--- src/rtl/fetch_queue_frontend.sv ---
// Instruction-fetch front end: owns the fetch PC, issues one imem request per cycle and
// buffers {instr, pc} in a DEPTH-entry FIFO. Define FETCH_BYPASS_EN to let a response skip an empty FIFO.
module fetch_queue_frontend #(
  parameter int PC_W     = 9,
  parameter int XLEN     = 32,
  parameter int DEPTH    = 4,
  parameter int RESET_PC = 0
) (
  input  logic                       clk,
  input  logic                       reset,
  input  logic                       enable_debug,
  input  logic                       redirect_valid,
  input  logic [PC_W-1:0]            redirect_pc,
  output logic                       imem_req,
  output logic [PC_W-1:0]            imem_addr,
  input  logic [XLEN-1:0]            imem_rdata,
  output logic                       id_valid,
  input  logic                       id_ready,
  output logic [XLEN-1:0]            id_instr,
  output logic [PC_W-1:0]            id_pc,
  output logic [$clog2(DEPTH):0]     q_count
);

  localparam int AW = $clog2(DEPTH);
  localparam int CW = AW + 1;
  localparam logic [CW:0] DEPTH_C = (CW+1)'(DEPTH);

  logic [PC_W-1:0] pc_q, pc_d;
  logic [PC_W-1:0] tag_pc_q, tag_pc_d;
  logic            inflight_q, inflight_d;
  logic [AW-1:0]   rd_ptr_q, rd_ptr_d;
  logic [AW-1:0]   wr_ptr_q, wr_ptr_d;
  logic [CW-1:0]   count_q, count_d;
  logic [XLEN-1:0] mem_instr_q [DEPTH];
  logic [XLEN-1:0] mem_instr_d [DEPTH];
  logic [PC_W-1:0] mem_pc_q [DEPTH];
  logic [PC_W-1:0] mem_pc_d [DEPTH];
  logic [XLEN-1:0] last_instr_q, last_instr_d;
  logic [PC_W-1:0] last_pc_q, last_pc_d;

  logic            fifo_empty;
  logic            live_rsp;
  logic            bypass;
  logic            pop;
  logic            pop_fifo;
  logic            push;
  logic [CW:0]     occ;

  assign fifo_empty = (count_q == '0);
  // A response is killed by a redirect and parked (not consumed) during freeze.
  assign live_rsp   = inflight_q & ~redirect_valid & ~enable_debug;

`ifdef FETCH_BYPASS_EN
  assign bypass = live_rsp & fifo_empty;
`else
  assign bypass = 1'b0;
`endif

  always_comb begin
    id_valid = 1'b0;
    id_instr = last_instr_q;
    id_pc    = last_pc_q;
    if (!fifo_empty) begin
      id_valid = 1'b1;
      id_instr = mem_instr_q[rd_ptr_q];
      id_pc    = mem_pc_q[rd_ptr_q];
    end else if (bypass) begin
      id_valid = 1'b1;
      id_instr = imem_rdata;
      id_pc    = tag_pc_q;
    end
  end

  assign pop       = id_valid & id_ready;
  assign pop_fifo  = pop & ~fifo_empty & ~redirect_valid & ~enable_debug;
  assign push      = live_rsp & ~(bypass & id_ready);
  assign occ       = {1'b0, count_q} + (CW+1)'(inflight_q) - (CW+1)'(pop);
  assign imem_req  = ~enable_debug & ~reset & ~redirect_valid & (occ < DEPTH_C);
  assign imem_addr = pc_q;
  assign q_count   = count_q;

  always_comb begin
    pc_d         = pc_q;
    tag_pc_d     = tag_pc_q;
    inflight_d   = inflight_q;
    rd_ptr_d     = rd_ptr_q;
    wr_ptr_d     = wr_ptr_q;
    count_d      = count_q;
    mem_instr_d  = mem_instr_q;
    mem_pc_d     = mem_pc_q;
    last_instr_d = last_instr_q;
    last_pc_d    = last_pc_q;
    if (redirect_valid) begin
      pc_d       = redirect_pc;
      inflight_d = 1'b0;
      rd_ptr_d   = '0;
      wr_ptr_d   = '0;
      count_d    = '0;
    end else if (!enable_debug) begin
      inflight_d = imem_req;
      if (imem_req) begin
        tag_pc_d = pc_q;
        pc_d     = pc_q + PC_W'(4);
      end
      if (push) begin
        mem_instr_d[wr_ptr_q] = imem_rdata;
        mem_pc_d[wr_ptr_q]    = tag_pc_q;
        wr_ptr_d              = wr_ptr_q + AW'(1);
      end
      if (pop_fifo) begin
        last_instr_d = mem_instr_q[rd_ptr_q];
        last_pc_d    = mem_pc_q[rd_ptr_q];
        rd_ptr_d     = rd_ptr_q + AW'(1);
      end else if (bypass && id_ready) begin
        last_instr_d = imem_rdata;
        last_pc_d    = tag_pc_q;
      end
      count_d = count_q + CW'(push) - CW'(pop_fifo);
    end
  end

  always_ff @(posedge clk) begin
    if (reset) begin
      pc_q         <= PC_W'(RESET_PC);
      tag_pc_q     <= '0;
      inflight_q   <= 1'b0;
      rd_ptr_q     <= '0;
      wr_ptr_q     <= '0;
      count_q      <= '0;
      last_instr_q <= '0;
      last_pc_q    <= '0;
      for (int i = 0; i < DEPTH; i++) begin
        mem_instr_q[i] <= '0;
        mem_pc_q[i]    <= '0;
      end
    end else begin
      pc_q         <= pc_d;
      tag_pc_q     <= tag_pc_d;
      inflight_q   <= inflight_d;
      rd_ptr_q     <= rd_ptr_d;
      wr_ptr_q     <= wr_ptr_d;
      count_q      <= count_d;
      last_instr_q <= last_instr_d;
      last_pc_q    <= last_pc_d;
      mem_instr_q  <= mem_instr_d;
      mem_pc_q     <= mem_pc_d;
    end
  end

endmodule

--- config.mk ---
export PLATFORM = sky130hd
export DESIGN_NAME = fetch_queue_frontend
export DESIGN_NICKNAME = d
export VERILOG_FILES = /design/src/rtl/fetch_queue_frontend.sv
export SDC_FILE = /design/constraint.sdc
export NUM_CORES = 1
export LEC_CHECK = 0
export BUFFER_PORTS_ARGS = -buffer_cell sky130_fd_sc_hd__buf_2
export CORE_ASPECT_RATIO = 0.6
export CORE_MARGIN = 2
export CORE_UTILIZATION = 49
export CTS_CLUSTER_SIZE = 8
export DETAILED_ROUTE_END_ITERATION = 16
export GPL_ROUTABILITY_DRIVEN = 0
export PLACE_DENSITY = 0.69
export SLEW_MARGIN = 15
export SYNTH_ARGS = -nofsm -noshare
export SYNTH_HDL_FRONTEND = slang
export SYNTH_SLANG_ARGS = --single-unit
export TNS_END_PERCENT = 5
--- constraint.sdc ---
create_clock -name clk -period 2.89 [get_ports clk]
set_input_delay 0.1445 -clock clk [delete_from_list [all_inputs] [get_ports clk]]
set_output_delay 0.1445 -clock clk [all_outputs]
set_load 0.005 [all_outputs]
==> load_flow_metrics.sql <==
INSERT INTO impl_metrics (metric_group, metric, value, unit) VALUES
('final_layout', 'n_antenna_cell', '0', ''),
('logic_synthesis', 'synth_top_area_cell', 'sky130_fd_sc_hd__dfxtp_1', ''),
('logic_synthesis', 'synth_area_per_cell', '8.59', 'um2'),
('clock_network', 'clk_latency', '490', 'ps'),
('logic_synthesis', 'yosys_register_bits', '231', ''),
('pwr', 'areal_power_density_over_the_cells', '578', 'nW/um2'),
('worst_setup_path', 'crit_top_cell', 'sky130_fd_sc_hd__ha_4', ''),
('status', 'violated_checks', 'setup timing', ''),
('logic_synthesis', 'async_flop_share', '0', '%'),
('floorplan', 'design.die.area', '21200', 'um2'),
('sta', 'final.setup.tns', '-2040', 'ps'),
('worst_hold_path', 'hp-class', 'in -> reg', ''),
('worst_setup_path', 'launching_element_type_of_the_critical_path', 'flip-flop', ''),
('sta', 'final-setup-viol-count', '15', ''),
('logic_synthesis', 'synth_edf_count', '0', ''),
('clock_network', 'number_of_buffers_added_by_the_clock_tree_synthesis_step', '34', ''),
('final_layout', 'storage_element_area', '4630', 'um2'),
('final_layout', 'most_common_cell_after_layout_fill_and_taps_aside', 'sky130_fd_sc_hd__nand2_1', ''),
('worst_setup_path', 'peak_per_stage_delay_on_the_critical_path', '450', 'ps'),
('final_layout', 'layout.cell_area.non_filler', '12000', 'um2'),
('job', 'cap_viol_max_count', '0', ''),
('logic_synthesis', 'synthesis.nets', '1198', ''),
('sta', 'whs', '33.8', 'ps'),
('worst_setup_path', 'timing.critical_path.buf_inv', '3', ''),
('logic_synthesis', 'yosysWarningCount', '0', ''),
('placed_design', 'placed_area', '10600', 'um2'),
('logic_synthesis', 'yosys.area_share.xor_xnor', '0.805', '%'),
('status', 'status', 'finished, violations left', ''),
('detailed_routing', 'first_pass_iters', '5', ''),
('pwr', 'p_leak', '4.34', 'nW'),
('sta', 'fin_skew', '15.7', 'ps'),
('sta', 'final_hold_viol_count', '0', ''),
('sta', 'report.final.slew_viol_count', '0', ''),
('detailed_routing', 'wire_per_inst', '16.9', 'um'),
('worst_setup_path', 'rrSetupSlack', '-160', 'ps'),
('logic_synthesis', 'yosys.area_share.adder', '1.48', '%'),
('logic_synthesis', 'synthesis.instances', '1141', ''),
('worst_setup_path', 'ff2ff_path_depth', '13', ''),
('sta', 'fmax', '318', 'MHz'),
('detailed_routing', 'drt_iter0_drc', '787', ''),
('worst_hold_path', 'min_path_cells', '4', ''),
('logic_synthesis', 'synth_top_family_by_area', 'simple AND/OR/NAND/NOR gates', ''),
('detailed_routing', 'routed_wirelength', '25.9', 'mm'),
('worst_setup_path', 'critical_path.endpoint_type', 'output port', ''),
('worst_setup_path', 'crit-reg2reg-launch', 'q_count[2]', ''),
('worst_setup_path', 'cp_max_fo', '3', ''),
('logic_synthesis', 'synth.distinct_cells', '38', ''),
('clock_network', 'tritoncts_clock_tree', 'built', ''),
('grt', 'grt_antenna_before_repair', '0', ''),
('logic_synthesis', 'synth_simple_gate_area_share', '18.2', '%'),
('floorplan', 'core', '19800', 'um2'),
('grt', 'grt_first_pass_wirelength', '41.7', 'mm'),
('clock_network', 'clock_sink_count', '231', ''),
('final_layout', 'syn2layout_area_growth', '22.7', '%'),
('worst_hold_path', 'min_from', 'redirect_pc[8]', ''),
('logic_synthesis', 'synth_ff_type', 'sky130_fd_sc_hd__dfxtp_1', ''),
('clock_network', 'cts.path.max_buffers', '3', ''),
('floorplan', 'dieHeight', '114', 'um'),
('floorplan', 'floorplan.die.width', '187', 'um'),
('worst_setup_path', 'timing.critical_path.slowest_stage_cell', 'sky130_fd_sc_hd__or4_4', ''),
('detailed_routing', 'drcViolationCount', '0', ''),
('clock_network', 'cts.root.buffer_cell', 'sky130_fd_sc_hd__clkbuf_16', ''),
('logic_synthesis', 'synth-compound-area-share', '12.5', '%'),
('worst_setup_path', 'timing.critical_path.required', '2750', 'ps'),
('pwr', 'design_power_total', '0.00695', 'W'),
('sta', 'post-route-worst-setup-slack', '-254', 'ps'),
('clock_network', 'cts_htree_levels', '2', ''),
('placed_design', 'port_buffers', '100', ''),
('worst_hold_path', 'worstHoldEndpoint', 'imem_addr[8]', ''),
('sta', 'setup_repair_after_global_routing_missed_its_margin', 'yes', ''),
('detailed_routing', 'vias', '8321', '');
cells by family (layout without fill, tap and decap cells):
| family | Yosys count | after routing |
|---|---|---|
| multiplexers | 95 | 95 |
| flip-flops | 231 | 231 |
| AND/OR/NAND/NOR | 457 | 457 |
| XOR/XNOR | 9 | 9 |
| AO/OA/AOI/OAI | 230 | 230 |
| buffers and inverters | 108 | 223 |
| adder cells (fa/ha/maj) | 11 | 11 |
cells in the mapped netlist (all sizes together), types with 2 or more instances:
| cell | n |
|---|---|
| a211oi | 2 |
| a21oi | 213 |
| a311oi | 5 |
| and3 | 4 |
| buf | 14 |
| clkbuf | 77 |
| dfxtp | 231 |
| ha | 10 |
| inv | 17 |
| mux2 | 41 |
| mux2i | 13 |
| mux4 | 41 |
| nand2 | 418 |
| nand3 | 2 |
| nor2 | 22 |
| o21a | 5 |
| or4bb | 2 |
| xnor2 | 3 |
| xor2 | 6 |
stage by stage:
stage,setup WS (ps),util (%),instances
final,-254,60.6,1529
after global routing,-342,60.6,1529
after detailed placement,-150,53.6,1451
after CTS,-282,60.5,1528
after floorplan,-104,-,1141
after global placement,-107,53.6,1451
cell type report:
type	instances	share of cell area, %
inverters	17	0.552
multi-input cells	802	40.4
flip-flops and latches	231	38.5
clock inverters	1	0.0729
repair buffers	169	10.3
well taps	273	2.84
clock buffers	36	7.32
worst max-delay path by stage:
stage | from | end | slack [ps] | cells past startpoint
2_1_floorplan | q_count[2] | tag_pc_q[8] | -100 | 13
3_3_place_gp | q_count[2] | tag_pc_q[3] | -110 | 11
3_5_place_dp | q_count[2] | tag_pc_q[6] | -150 | 11
4_1_cts | q_count[2] | imem_req | -280 | 11
5_1_grt | q_count[2] | imem_req | -340 | 11
6_report | q_count[2] | imem_req | -250 | 11
where the power goes:
group,internal (W),switching (W),total [W],leakage [nW]
combinational,0.000131,0.000173,0.000304,2.04
sequential,0.00321,0.0000285,0.00324,1.86
clock,0.00212,0.00129,0.00341,0.437
sequential cells by signal, summed over array words and instances, names as in the netlist:
register      flops
mem_instr_q     128
mem_pc_q         36
last_instr_q     32
imem_addr         9
last_pc_q         9
tag_pc_q          9
q_count           3
rd_ptr_q          2
wr_ptr_q          2
inflight_q        1
worst register-to-register path: stages, from the launching register on:
cell                       delay (ps)
sky130_fd_sc_hd__dfxtp_2          310
sky130_fd_sc_hd__or3_4            380
sky130_fd_sc_hd__and2_4           180
sky130_fd_sc_hd__ha_4             160
sky130_fd_sc_hd__inv_4             50
sky130_fd_sc_hd__ha_4             190
sky130_fd_sc_hd__and3b_4          180
sky130_fd_sc_hd__or4b_4           490
sky130_fd_sc_hd__buf_4            150
sky130_fd_sc_hd__buf_4            130
sky130_fd_sc_hd__a311oi_2         220
sky130_fd_sc_hd__buf_6            200
sky130_fd_sc_hd__mux2i_1          200
sky130_fd_sc_hd__nor2_1            50
timing repair:
action,4_1_cts,5_1_grt
setup endpoints to repair,18,17
hold endpoints to repair,133,0
gates cloned,0,0
pin swaps,6,5
gates resized for setup,18,3
hold buffers,37,0
setup buffers,3,1
metal layers:
| metal | GRT usage (%) | vias up | wire length, um | share of wire (%) |
|---|---|---|---|---|
| met5 | 0 | - | 0 | 0 |
| met1 | 35.9 | 3999 | 12400 | 48 |
| met4 | 5.24 | 0 | 328 | 1.3 |
| li1 | - | 4028 | - | - |
| met2 | 38.0 | 261 | 11400 | 44 |
| met3 | 4.22 | 33 | 1700 | 6.5 |
Note: power is estimated with default switching activity, not from simulation.
